## src/rtl/btle_pkg.sv

```systemverilog
// Shared btle types and constants.
// Used by the PHY-side TX loader and the PHY itself.
package btle_pkg;

  localparam int CRC_STATE_BIT_WIDTH_DEF = 24;
  localparam int CHANNEL_NUMBER_BIT_WIDTH_DEF = 6;

  // Header length field: octet 1, bits [5:0]
  localparam int HDR_LEN_OCTET = 1;
  localparam int HDR_LEN_MSB = 5;
  localparam int HDR_LEN_LSB = 0;

  typedef enum logic [2:0] {
    IDLE,
    LOAD,
    CHECK,
    CFG,
    START,
    WAIT
  } state_t;

endpackage

```

## src/rtl/btle_tx_pdu_loader_if.sv

```systemverilog
// Host-side request and PDU octet stream.
// master = host sequencer, slave = loader.
interface btle_tx_pdu_loader_if;

  logic       req_valid;
  logic       req_ready;
  logic [7:0] s_octet_data;
  logic       s_octet_valid;
  logic       s_octet_ready;
  logic       s_octet_last;

  modport master (
    output req_valid,
    input  req_ready,
    output s_octet_data,
    output s_octet_valid,
    input  s_octet_ready,
    output s_octet_last
  );

  modport slave (
    input  req_valid,
    output req_ready,
    input  s_octet_data,
    input  s_octet_valid,
    output s_octet_ready,
    input  s_octet_last
  );

endinterface

```

## src/rtl/btle_tx_pdu_loader.sv

```systemverilog
// Loads one PDU into the btle_phy TX memory,
// starts the PHY and waits for the IQ burst end.
module btle_tx_pdu_loader
  import btle_pkg::*;
#(
  parameter int CRC_STATE_BIT_WIDTH = CRC_STATE_BIT_WIDTH_DEF,
  parameter int CHANNEL_NUMBER_BIT_WIDTH = CHANNEL_NUMBER_BIT_WIDTH_DEF,
  parameter int MAX_PDU_OCTETS = 39,
  parameter int TX_TIMEOUT_CYCLES = 8192
) (
  input  logic clk,
  input  logic rst,

  input  logic [7:0]  cfg_preamble,
  input  logic [31:0] cfg_access_address,
  input  logic [CRC_STATE_BIT_WIDTH-1:0] cfg_crc_init,
  input  logic [CHANNEL_NUMBER_BIT_WIDTH-1:0] cfg_channel,

  btle_tx_pdu_loader_if.slave bus,

  output logic [7:0]  tx_preamble,
  output logic [31:0] tx_access_address,
  output logic [CRC_STATE_BIT_WIDTH-1:0] tx_crc_state_init_bit,
  output logic tx_crc_state_init_bit_load,
  output logic [CHANNEL_NUMBER_BIT_WIDTH-1:0] tx_channel_number,
  output logic tx_channel_number_load,
  output logic [7:0] tx_pdu_octet_mem_data,
  output logic [5:0] tx_pdu_octet_mem_addr,
  output logic tx_start,
  input  logic tx_iq_valid_last,

  output logic busy,
  output logic done,
  output logic err_len,
  output logic err_timeout
);

  localparam int TW = $clog2(TX_TIMEOUT_CYCLES);
  localparam logic [6:0] MAX_CNT = 7'(MAX_PDU_OCTETS);
  localparam logic [6:0] HDR_CNT = 7'(HDR_LEN_OCTET);
  localparam logic [TW-1:0] TMO_END = TW'(TX_TIMEOUT_CYCLES - 2);

  state_t state, state_nxt;

  logic [6:0]    cnt;
  logic [5:0]    hdr_len;
  logic          ovf;
  logic [TW-1:0] tmo;

  logic oct_fire;
  logic len_ok;
  logic done_nxt;
  logic err_len_nxt;
  logic err_tmo_nxt;

  assign oct_fire = bus.s_octet_valid && bus.s_octet_ready;

  assign len_ok = !ovf && (cnt >= 7'd2) &&
                  (cnt == ({1'b0, hdr_len} + 7'd2));

  // State register
  always_ff @(posedge clk or negedge rst) begin
    if (!rst) state <= IDLE;
    else      state <= state_nxt;
  end

  // Next state, handshakes and PHY strobes
  always_comb begin
    state_nxt = state;
    bus.req_ready = 1'b0;
    bus.s_octet_ready = 1'b0;
    tx_crc_state_init_bit_load = 1'b0;
    tx_channel_number_load = 1'b0;
    tx_start = 1'b0;
    done_nxt = 1'b0;
    err_len_nxt = 1'b0;
    err_tmo_nxt = 1'b0;
    busy = (state != IDLE);
    unique case (state)
      IDLE: begin
        bus.req_ready = 1'b1;
        if (bus.req_valid) state_nxt = LOAD;
      end
      LOAD: begin
        bus.s_octet_ready = 1'b1;
        if (bus.s_octet_valid && bus.s_octet_last)
          state_nxt = CHECK;
      end
      CHECK: begin
        if (len_ok) begin
          state_nxt = CFG;
        end else begin
          err_len_nxt = 1'b1;
          state_nxt = IDLE;
        end
      end
      CFG: begin
        tx_crc_state_init_bit_load = 1'b1;
        tx_channel_number_load = 1'b1;
        state_nxt = START;
      end
      START: begin
        tx_start = 1'b1;
        state_nxt = WAIT;
      end
      WAIT: begin
        if (tx_iq_valid_last) begin
          done_nxt = 1'b1;
          state_nxt = IDLE;
        end else if (tmo == TMO_END) begin
          err_tmo_nxt = 1'b1;
          state_nxt = IDLE;
        end
      end
      default: state_nxt = IDLE;
    endcase
  end

  // Config capture on request accept
  always_ff @(posedge clk or negedge rst) begin
    if (!rst) begin
      tx_preamble <= '0;
      tx_access_address <= '0;
      tx_crc_state_init_bit <= '0;
      tx_channel_number <= '0;
    end else if (state == IDLE && bus.req_valid) begin
      tx_preamble <= cfg_preamble;
      tx_access_address <= cfg_access_address;
      tx_crc_state_init_bit <= cfg_crc_init;
      tx_channel_number <= cfg_channel;
    end
  end

  // Octet counter, memory write port, length/overflow tracking
  always_ff @(posedge clk or negedge rst) begin
    if (!rst) begin
      cnt <= '0;
      hdr_len <= '0;
      ovf <= 1'b0;
      tx_pdu_octet_mem_addr <= '0;
      tx_pdu_octet_mem_data <= '0;
    end else if (state == IDLE && bus.req_valid) begin
      cnt <= '0;
      hdr_len <= '0;
      ovf <= 1'b0;
    end else if (oct_fire) begin
      if (cnt < MAX_CNT) begin
        tx_pdu_octet_mem_addr <= cnt[5:0];
        tx_pdu_octet_mem_data <= bus.s_octet_data;
        cnt <= cnt + 7'd1;
        if (cnt == HDR_CNT)
          hdr_len <= bus.s_octet_data[HDR_LEN_MSB:HDR_LEN_LSB];
      end else begin
        ovf <= 1'b1;
      end
    end
  end

  // TX timeout counter, cleared as tx_start fires
  always_ff @(posedge clk or negedge rst) begin
    if (!rst)                tmo <= '0;
    else if (state == START) tmo <= '0;
    else if (state == WAIT)  tmo <= tmo + TW'(1);
  end

  // Status pulses land with the return to IDLE
  always_ff @(posedge clk or negedge rst) begin
    if (!rst) begin
      done <= 1'b0;
      err_len <= 1'b0;
      err_timeout <= 1'b0;
    end else begin
      done <= done_nxt;
      err_len <= err_len_nxt;
      err_timeout <= err_tmo_nxt;
    end
  end

endmodule
```

## src/flat_wrapper.sv

```systemverilog
// flat-port wrapper written by rule: the top's interface ports become plain ports
module btle_tx_pdu_loader_flat import btle_pkg::*;
#(
  parameter int CRC_STATE_BIT_WIDTH = CRC_STATE_BIT_WIDTH_DEF,
  parameter int CHANNEL_NUMBER_BIT_WIDTH = CHANNEL_NUMBER_BIT_WIDTH_DEF,
  parameter int MAX_PDU_OCTETS = 39,
  parameter int TX_TIMEOUT_CYCLES = 8192
)
  (clk, rst, cfg_preamble, cfg_access_address, cfg_crc_init, cfg_channel, tx_preamble, tx_access_address, tx_crc_state_init_bit, tx_crc_state_init_bit_load, tx_channel_number, tx_channel_number_load, tx_pdu_octet_mem_data, tx_pdu_octet_mem_addr, tx_start, tx_iq_valid_last, busy, done, err_len, err_timeout, bus_req_valid, bus_req_ready, bus_s_octet_data, bus_s_octet_valid, bus_s_octet_ready, bus_s_octet_last);
  btle_tx_pdu_loader_if bus_i ();
  input  logic clk;
  input  logic rst;
  input  logic [7:0] cfg_preamble;
  input  logic [31:0] cfg_access_address;
  input  logic [CRC_STATE_BIT_WIDTH-1:0] cfg_crc_init;
  input  logic [CHANNEL_NUMBER_BIT_WIDTH-1:0] cfg_channel;
  output logic [7:0] tx_preamble;
  output logic [31:0] tx_access_address;
  output logic [CRC_STATE_BIT_WIDTH-1:0] tx_crc_state_init_bit;
  output logic tx_crc_state_init_bit_load;
  output logic [CHANNEL_NUMBER_BIT_WIDTH-1:0] tx_channel_number;
  output logic tx_channel_number_load;
  output logic [7:0] tx_pdu_octet_mem_data;
  output logic [5:0] tx_pdu_octet_mem_addr;
  output logic tx_start;
  input  logic tx_iq_valid_last;
  output logic busy;
  output logic done;
  output logic err_len;
  output logic err_timeout;
  input wire logic [$bits(bus_i.req_valid)-1:0] bus_req_valid;
  output wire logic [$bits(bus_i.req_ready)-1:0] bus_req_ready;
  input wire logic [$bits(bus_i.s_octet_data)-1:0] bus_s_octet_data;
  input wire logic [$bits(bus_i.s_octet_valid)-1:0] bus_s_octet_valid;
  output wire logic [$bits(bus_i.s_octet_ready)-1:0] bus_s_octet_ready;
  input wire logic [$bits(bus_i.s_octet_last)-1:0] bus_s_octet_last;
  assign bus_i.req_valid = bus_req_valid;
  assign bus_req_ready = bus_i.req_ready;
  assign bus_i.s_octet_data = bus_s_octet_data;
  assign bus_i.s_octet_valid = bus_s_octet_valid;
  assign bus_s_octet_ready = bus_i.s_octet_ready;
  assign bus_i.s_octet_last = bus_s_octet_last;
  btle_tx_pdu_loader #(.CRC_STATE_BIT_WIDTH(CRC_STATE_BIT_WIDTH), .CHANNEL_NUMBER_BIT_WIDTH(CHANNEL_NUMBER_BIT_WIDTH), .MAX_PDU_OCTETS(MAX_PDU_OCTETS), .TX_TIMEOUT_CYCLES(TX_TIMEOUT_CYCLES)) u_core (.clk(clk), .rst(rst), .cfg_preamble(cfg_preamble), .cfg_access_address(cfg_access_address), .cfg_crc_init(cfg_crc_init), .cfg_channel(cfg_channel), .bus(bus_i), .tx_preamble(tx_preamble), .tx_access_address(tx_access_address), .tx_crc_state_init_bit(tx_crc_state_init_bit), .tx_crc_state_init_bit_load(tx_crc_state_init_bit_load), .tx_channel_number(tx_channel_number), .tx_channel_number_load(tx_channel_number_load), .tx_pdu_octet_mem_data(tx_pdu_octet_mem_data), .tx_pdu_octet_mem_addr(tx_pdu_octet_mem_addr), .tx_start(tx_start), .tx_iq_valid_last(tx_iq_valid_last), .busy(busy), .done(done), .err_len(err_len), .err_timeout(err_timeout));
endmodule
```

## config.mk

```make
export PLATFORM = sky130hd
export DESIGN_NAME = btle_tx_pdu_loader_flat
export DESIGN_NICKNAME = d
export VERILOG_FILES = /design/src/rtl/btle_pkg.sv /design/src/rtl/btle_tx_pdu_loader_if.sv /design/src/rtl/btle_tx_pdu_loader.sv /design/src/flat_wrapper.sv
export SDC_FILE = /design/constraint.sdc
export NUM_CORES = 1
export LEC_CHECK = 0
export ABC_AREA = 1
export CAP_MARGIN = 5
export CORE_MARGIN = 5
export CORE_UTILIZATION = 49
export CTS_CLUSTER_SIZE = 14
export DETAILED_ROUTE_END_ITERATION = 7
export GPL_ROUTABILITY_DRIVEN = 0
export MAX_ROUTING_LAYER = met4
export PLACE_DENSITY = 0.92
export SLEW_MARGIN = 0
export SYNTH_ARGS = -nofsm -noshare
export SYNTH_HDL_FRONTEND = slang
export SYNTH_SLANG_ARGS = --single-unit
```

## constraint.sdc

```tcl
create_clock -name clk -period 2.45 [get_ports clk]
set_input_delay 0.49 -clock clk [delete_from_list [all_inputs] [get_ports clk]]
set_output_delay 0.49 -clock clk [all_outputs]
set_load 0.01 [all_outputs]
```

==> summary by stage, run 1 <==
Logic synthesis
After synthesis the netlist holds a flip-flop and latch count of around 120. The synthesized design contains 0 enable-type register cells. The biggest area consumer among synthesized cells is sky130_fd_sc_hd__dfrtp_1.

Counting every net in the synthesized netlist gives 692. The mux contribution to synthesized area is 0%. The commonest cells after synthesis are 294 x sky130_fd_sc_hd__nand2_1, 117 x sky130_fd_sc_hd__dfrtp_1, 42 x sky130_fd_sc_hd__inv_1. The Yosys step of the flow raised 0 warnings.

Summing the areas of all xor and xnor instances in the mapped netlist gives 0.172% of the synthesized area. The most frequently used cell type in the post-synthesis netlist is sky130_fd_sc_hd__nand2_1. The share of flip-flops with an asynchronous set or reset after synthesis is between 90% and 100%. Of the post-synthesis cell area, the dominant cell type holds between 50% and 60%.

The area fraction in compound gates after synthesis is 4.84%. Summing the sequential cell areas from Yosys gives between 50% and 60% of the chip area. The summed instance area of the synthesized netlist is between 5000 and 6000 um^2. The post-synthesis simple-gate area fraction is roughly 30%. In the synthesized netlist the dominant register cell turns out to be sky130_fd_sc_hd__dfrtp_1. The combinational family with the most area after synthesis is simple AND/OR/NAND/NOR gates. In the post-synthesis netlist, the biggest area contributors are sky130_fd_sc_hd__dfrtp_1 57%, sky130_fd_sc_hd__nand2_1 22%, sky130_fd_sc_hd__inv_1 3.1%, sky130_fd_sc_hd__nor2_1 1.8%, sky130_fd_sc_hd__nand3_1 1.8%. The number of library cell types mapped by synthesis is 32. The number of standard cells after synthesis is 602. The mean post-synth cell area is around 8.5 um^2. The fraction of the mapped netlist area in adder cells is roughly 1.5%.

Global routing
The via count of the first global-routing pass was between 4,000 and 5,000. The first global-routing pass estimated about 24,000 um of wire. The all-layer global routing usage is 24.4%. The initial antenna violation count is 0. Entering global routing, the biggest net connects around 120 pins. The total overflow left after global routing is 0.

Floorplanning
The region available for standard cell placement spans 10,200 um^2. The overall die width is 112 um. Row generation in the floorplan step produced 37 rows. The die area is ~13,000 um^2. For this configuration, the core starts out at a cell density of between 40 and 50%. The die extent in y is 112 um. The number of I/O pins is between 150 and 200.

Power and ir drop
Power comes to between 9000 and 10,000 uW. The power density relative to cell area is 1220 nW/um^2. Sequential cells burn 35.3% of the power. The clock network burns 23.1% of the power. For this design the static power due to leakage is 0.00369 uW. Combinational logic burns a little over two fifths of the power. The worst-case IR drop observed on VDD is approximately 710 uV. The internal portion of the total power is between 5000 and 6000 uW. The fraction of power spent switching nets is 36.1%. The analysis attributes to net switching a power of 3280 uW.

Layout
The share of post-route cells with drive strength above 1 is between 6 and 7%. The number of diodes is 0. Measured on the finished design, the core utilization comes to between 70% and 80%. The net total in the final layout is between 800 and 900. The post-synthesis to final-layout area growth is 46.0%.

Clock network
The clock buffer count from CTS is 17. Counting every sink on the clock net gives ~120. The clock latency reported for the late side of the worst-skew pair is about 0.53 ns.

Clock-pin slew was measured on the worst setup and hold paths at 0.05 ns. The clock passes through at most 2 buffers. The number of levels in the clock H-tree is 4. TritonCTS built the clock tree. The cell at the root of the clock tree is sky130_fd_sc_hd__clkbuf_8.

Timing
The final hold violation count is 0. The post-route minimum period is between 2 and 2.5 ns. Setup repair after global routing left no endpoint under its margin. The sum of negative setup slack is 0 ns. The worst clock skew is around 0.0063 ns. The count of final setup violators is 0. At the pin with the least slew margin, the transition time is about 0.62 ns. The final cycle utilization of the critical path is a little over nine tenths.

The final number of max-transition violations is 0. The highest attainable clock frequency is approximately 0.43 GHz. On the final layout, the worst hold slack is between 0.02 and 0.025 ns. Headroom to the max-slew limit came out at about three fifths.

Detailed routing
Dividing the detail-routed wire length by the instance count gives between 15 and 20 um. The number of iterations in the first detailed-routing pass is 4. The remaining antenna violation count after routing is 0. The number of DRC violations after detailed routing is 0.

The routed design has roughly 14,000 um of wire. The number of vias per cell is ~5.0. The number of DRC violations after detailed-routing iteration 0 is 264. The number of vias after detailed routing is approximately 4,700.

Run
Across the run, the number of max-cap violations was 0.

Placed design
The half-perimeter wire length of the detailed placement result is ~9800 um. During placement, the flow inserted port buffers numbering ~180.

Critical path
The nature of the critical path endpoint is an output port. Of all nets on the critical path, the largest fanout is 3. Data on the critical path is required at its endpoint by between 1.5 and 2 ns. The depth of the most critical reg-to-reg path is 5. At the worst endpoint, the arrival time is approximately 1.8 ns. The type of the worst setup path is reg -> out.

The critical path startpoint category is a flip-flop.

Status
The run finished with clean final reports.

Worst hold path
The classification of the worst-slack hold path is in -> async.
through the flow:
stage	setup slack (ns)	instance area (um^2)	std cells
6_report	0.150	7440	933
2_1_floorplan	1.03	5090	602
3_3_place_gp	0.407	6920	900
5_1_grt	0.0443	7440	933
4_1_cts	0.0256	7430	932
3_5_place_dp	0.282	6920	900
layer usage:
metal  wire length (um)  GRT usage (%)  vias to the layer above
met1               5230           25.2                     2211
met4                495           12.1                        0
met2               7220           41.0                      198
li1                   -              -                     2227
met5                  0              -                        -
met3               1130           9.02                       51
final cells by class:
class | instances | area, um^2
Inverter | 48 | 180
Sequential cell | 117 | 2930
Clock buffer | 27 | 472
Timing Repair Buffer | 183 | 1830
Multi-Input combinational cell | 417 | 1840
Fill cell | 713 | 2790
Tap cell | 136 | 170
Clock inverter | 5 | 25.0
power groups by stage:
| stage | registers (uW) | clock network [uW] | logic [uW] |
|---|---|---|---|
| 2_1_floorplan | 3430 | 0 | 1570 |
| 3_3_place_gp | 3150 | 0 | 3630 |
| 3_5_place_dp | 3190 | 0 | 3770 |
| 4_1_cts | 3200 | 2130 | 3810 |
| 5_1_grt | 3310 | 2230 | 4160 |
| 6_report | 3200 | 2100 | 3780 |
sequential cells by signal (all words and copies together) (netlist names):
| name | cells |
|---|---|
| u_core.cnt | 7 |
| u_core.done | 1 |
| u_core.err_len | 1 |
| u_core.err_timeout | 1 |
| u_core.hdr_len | 6 |
| u_core.ovf | 1 |
| u_core.state | 3 |
| u_core.tmo | 13 |
| u_core.tx_access_address | 32 |
| u_core.tx_channel_number | 6 |
| u_core.tx_crc_state_init_bit | 24 |
| u_core.tx_pdu_octet_mem_addr | 6 |
| u_core.tx_pdu_octet_mem_data | 8 |
| u_core.tx_preamble | 8 |
critical path, cell delays in order, from the launching register on:
cell and delay, ns:
sky130_fd_sc_hd__dfrtp_1 0.41, sky130_fd_sc_hd__inv_1 0.14, sky130_fd_sc_hd__nand3_2 0.11, sky130_fd_sc_hd__inv_2 0.08, sky130_fd_sc_hd__clkdlybuf4s50_1 0.53
layout by cell type, fill, tap and decap left out, types with 7 or more instances in the layout:
cell type / instances
sky130_fd_sc_hd__o21ai_1: 11
sky130_fd_sc_hd__clkbuf_1: 8
sky130_fd_sc_hd__nand2_1: 293
sky130_fd_sc_hd__nor3_1: 10
sky130_fd_sc_hd__clkdlybuf4s50_1: 173
sky130_fd_sc_hd__nand3_1: 18
sky130_fd_sc_hd__a21oi_1: 10
sky130_fd_sc_hd__clkbuf_16: 16
sky130_fd_sc_hd__o21ai_0: 15
sky130_fd_sc_hd__nor2_1: 25
sky130_fd_sc_hd__buf_4: 7
sky130_fd_sc_hd__dfrtp_1: 116
sky130_fd_sc_hd__inv_1: 41
path summary, 6_finish.rpt:
path	start	endpoint	slack, ns
max	u_core.state[1]	bus_s_octet_ready	0.15
min	rst	u_core.tmo[11]	0.02
max reg2reg	u_core.cnt[1]	u_core.hdr_len[0]	0.68
min reg2reg	u_core.tx_access_address[17]	u_core.tx_access_address[17]	0.47
max in group asynchronous	rst	u_core.state[0]	1.93
min in group clk	u_core.tx_access_address[17]	u_core.tx_access_address[17]	0.47
timing repair:
item / CTS / global route
setup buffers: 0 / 1
gates resized for setup: 5 / 1
hold buffers: 0 / 0
setup endpoints to repair: 2 / 1
logic make-up after synthesis:
logic type               Yosys count
AO/OA/AOI/OAI                     45
XOR/XNOR                           1
adder cells (fa/ha/maj)            6
buffers and inverters             68
flip-flops                       117
AND/OR/NAND/NOR                  365
No activity file was read; power rests on OpenSTA's default activity.
==> inputs of run 2 (changes only) <==
Settings changed: PLACE_DENSITY 0.92 to 0.86.
==> run 2 against run 1 <==
  * Wire length is 1.3% higher
  * Cell area is 2.1% higher
  * Die area stayed put
  * Fmax is 1.1% lower
  * Clock skew is 0.0030 ns higher
  * First-iteration DRC count is 11% higher
  * Critical path depth stayed put
  * Global-route usage is 0.18 points lower
  * Critical path type unchanged
  * Largest cell class unchanged
==> summary by stage, run 2 (same netlist as run 1, synthesis figures left out) <==
Global routing
The initial antenna violation count is 0 (unchanged). The via count of the first global-routing pass is 5,035 (was 4,960). The maximum number of pins on one net before global-route repair is 75 (was 118).

The final global-route overflow total is 0 (unchanged). The global-route wire length before repair came to 23,600 um (about the same). The all-layer global routing usage is 24.3% (was 24.4%).

Floorplanning
The die extent in y is 112 um (unchanged). The core box area is 10,200 um^2 (unchanged). The number of I/O pins was 177 (unchanged). The initial standard-cell utilization of the core is 49.8% (unchanged). The die area is 12,500 um^2 (unchanged). The overall die width came to 112 um (unchanged). The floorplan row count is 37 (unchanged).

Clock network
The clock transition at the register clock pins on the worst setup and hold paths after CTS is 0.06 ns (was 0.05 ns). The clock latency reported for the late side of the worst-skew pair is 0.52 ns (was 0.53 ns). The clock sink count came to 117 (unchanged). The clock buffer count from CTS is 17 (unchanged). The cell at the root of the clock tree was sky130_fd_sc_hd__clkbuf_8 (unchanged).

The number of levels in the clock H-tree is 4 (unchanged). The buffer levels on the longest clock path is 2 (unchanged). The clock tree from TritonCTS is built (unchanged).

Detailed routing
The number of iterations in the first detailed-routing pass is 7 (was 4). The number of DRC violations after detailed-routing iteration 0 is 294 (was 264). The post-detailed-routing wire length is 14,300 um (was 14,100 um). The number of vias per cell was 5.11 (was 5.02). The remaining antenna violation count after routing came to 0 (unchanged).

The number of DRC violations after detailed routing is 0 (unchanged). The routed wirelength normalized by instance count is 15.3 um (was 15.1 um). The number of vias after detailed routing was 4,773 (was 4,687).

Worst hold path
For hold timing, the worst endpoint is u_core.tx_access_address[18]. The classification of the worst-slack hold path is reg -> reg (was in -> async). The worst hold path startpoint is u_core.tx_access_address[18].

Along the worst hold path, the cell count comes to 2.

Timing
The worst slew margin relative to its limit is 49.9% (was 58.6%). The pin slew with the least headroom to its limit is 0.751 ns (was 0.621 ns). The sum of negative setup slack is 0 ns (unchanged). The count of final setup violators is 0 (unchanged). The final number of max-transition violations is 0 (unchanged).

The highest attainable clock frequency is 0.430 GHz (was 0.435 GHz). The worst clock skew is 0.00926 ns (was 0.00629 ns). The least setup slack across all paths after layout was 0.125 ns (was 0.150 ns). Setup repair after global routing missed its margin: no (unchanged). The final cycle utilization of the critical path is 94.9% (was 93.9%). The post-route minimum period is 2.33 ns (was 2.30 ns).

The final hold violation count was 0 (unchanged).

Power and ir drop
The power density relative to cell area is 1270 nW/um^2 (was 1220 nW/um^2). The leakage power figure is 0.00376 uW (was 0.00369 uW). The maximum vdd ir drop came to 852 uV (was 709 uV). The total power after layout was 9660 uW (was 9070 uW).

Layout
The register name with the most flops is u_core.tx_access_address (unchanged). Biggest regs: u_core.tx_access_address (32), u_core.tx_crc_state_init_bit (24), u_core.tmo (13) (unchanged). The most common cell after layout, fill and taps aside is sky130_fd_sc_hd__nand2_1 (unchanged). The net total in the final layout came to 875 (was 874). The fill cell instance count of the final layout was 715 (was 713). The flip-flop count of the largest register, all copies and words added is 32 (unchanged). The post-layout utilization of the core is 74.2% (was 72.7%).

The number of diodes is 0 (unchanged). Most frequent cells in the layout: 293 x sky130_fd_sc_hd__nand2_1, 174 x sky130_fd_sc_hd__clkdlybuf4s50_1, 116 x sky130_fd_sc_hd__dfrtp_1, 41 x sky130_fd_sc_hd__inv_1, 25 x sky130_fd_sc_hd__nor2_1 (was 293 x sky130_fd_sc_hd__nand2_1, 173 x sky130_fd_sc_hd__clkdlybuf4s50_1, 116 x sky130_fd_sc_hd__dfrtp_1, 41 x sky130_fd_sc_hd__inv_1, 25 x sky130_fd_sc_hd__nor2_1). The share of post-route cells with drive strength above 1 was 7.52% (was 6.52%). The post-synthesis to final-layout area growth is 49.1% (was 46.0%). The number of cells in the finished layout apart from fillers is 934 (was 933).

Placed design
The worst slack at placement is 0.302 ns (was 0.282 ns). The total placed cells including tap cells is 901 (was 900). The count of input and output buffers was 176 (unchanged).

The half-perimeter wire length of the detailed placement result is 9880 um (was 9850 um).

Critical path
The highest fanout seen on the critical path is 5 (was 3). The depth of the most critical reg-to-reg path is 5 (unchanged). The nature of the critical path endpoint is an output port (unchanged).

The reg-to-reg startpoint is u_core.cnt[1] (unchanged). The data arrival time of the worst path was 1.84 ns (was 1.81 ns). The slowest cell on the critical path is sky130_fd_sc_hd__clkdlybuf4s50_1 (unchanged). The worst-case register-to-register setup slack came to 0.60 ns (was 0.68 ns). The required time at the endpoint of the critical path is 1.96 ns (about the same).

The cell family contributing the most delay on the critical path is buffers and inverters (unchanged). The destination of the worst register-to-register timing path is u_core.hdr_len[0] (unchanged). The type of the worst setup path is reg -> out (unchanged). The critical path startpoint category is a flip-flop (unchanged).

Crit path cell chain: nor2_4 -> nand2_2 -> inv_1 -> clkdlybuf4s50_1 (was inv_1 -> nand3_2 -> inv_2 -> clkdlybuf4s50_1). The delay of the slowest critical-path stage is 0.52 ns (was 0.53 ns). The sum of buffers and inverters on the critical path is 2 (was 3).

Status
Result of the run: finished clean (unchanged).

Run
The reported max-cap violation count came to 0 (unchanged).
==> run 2: changes by cell type in the layout (fill, tap and decap cells not counted) <==
cell,delta
sky130_fd_sc_hd__nand2_2,-1
sky130_fd_sc_hd__nand2_4,+1
sky130_fd_sc_hd__clkinvlp_4,+2
sky130_fd_sc_hd__dlygate4sd2_1,-1
sky130_fd_sc_hd__clkinv_4,+2
sky130_fd_sc_hd__bufinv_16,+5
sky130_fd_sc_hd__clkdlybuf4s50_1,+1
sky130_fd_sc_hd__dlygate4sd3_1,+1
sky130_fd_sc_hd__clkbuf_1,-8
sky130_fd_sc_hd__clkbuf_8,-1
==> run 2: worst reg2reg max path: cells and delay by family, from the launching register on <==
| kind | cells | cell delay (ns) |
|---|---|---|
| compound gates | 2 | 0.58 |
| simple gates | 1 | 0.27 |
| fa+ha+maj | 1 | 0.21 |
| flops | 1 | 0.44 |
| buf+inv | 1 | 0.21 |
==> run 2: where the power goes <==
| group | leakage, uW | switching [uW] | total (uW) | internal (uW) |
|---|---|---|---|---|
| clock | 0.000310 | 887 | 2660 | 1770 |
| sequential | 0.00150 | 520 | 3210 | 2690 |
| combinational | 0.00195 | 1960 | 3790 | 1830 |
| total | 0.00376 | 3370 | 9660 | 6290 |
==> run 2: how the worst max path moves through the flow <==
stage / from / endpoint / depth (start not counted)
3_5_place_dp: u_core.state[0] / tx_start / 4
3_3_place_gp: u_core.state[0] / tx_start / 4
2_1_floorplan: u_core.state[0] / tx_start / 3
5_1_grt: u_core.state[0] / bus_req_ready / 4
6_report: u_core.state[0] / bus_req_ready / 4
4_1_cts: u_core.state[0] / tx_start / 4
==> run 2: per-layer routing <==
layer / share of wire, % / up-vias / routed length [um] / global-route usage, %
met5: 0 / - / 0 / -
met4: 3.1 / 0 / 437 / 10.3
met3: 7.5 / 50 / 1070 / 7.07
met2: 52 / 234 / 7340 / 40.8
met1: 38 / 2252 / 5400 / 26.9
li1: - / 2237 / - / -
==> run 2: final cells by class <==
type                            count  area, um^2  area share (%)
Sequential cell                   117        2930            38.6
Multi-Input combinational cell    417        1840            24.2
Timing Repair Buffer              184        1840            24.2
Clock buffer                       18         428            5.64
Clock inverter                     14         208            2.74
Inverter                           48         180            2.37
Tap cell                          136         170            2.24
==> run 2: per-stage QoR <==
stage / area, um^2 / hold slack, ns
after floorplan: 5090 / 0.194
after global placement: 6930 / 0.454
after detailed placement: 6930 / 0.458
after CTS: 7590 / 0.472
after global routing: 7590 / 0.488
final: 7590 / 0.469
==> run 2: what timing repair did <==
action	in CTS	in global routing
buffers inserted	0	0
gates resized for setup	5	1
hold buffers	1	0
endpoints found under the setup margin	1	1
hold endpoints to repair	36	0
==> inputs of run 3 (changes only) <==
Settings changed: CAP_MARGIN 5 to unset.
==> results of run 3 <==
The final DEF is identical to that of run 2; final timing and power are the same.
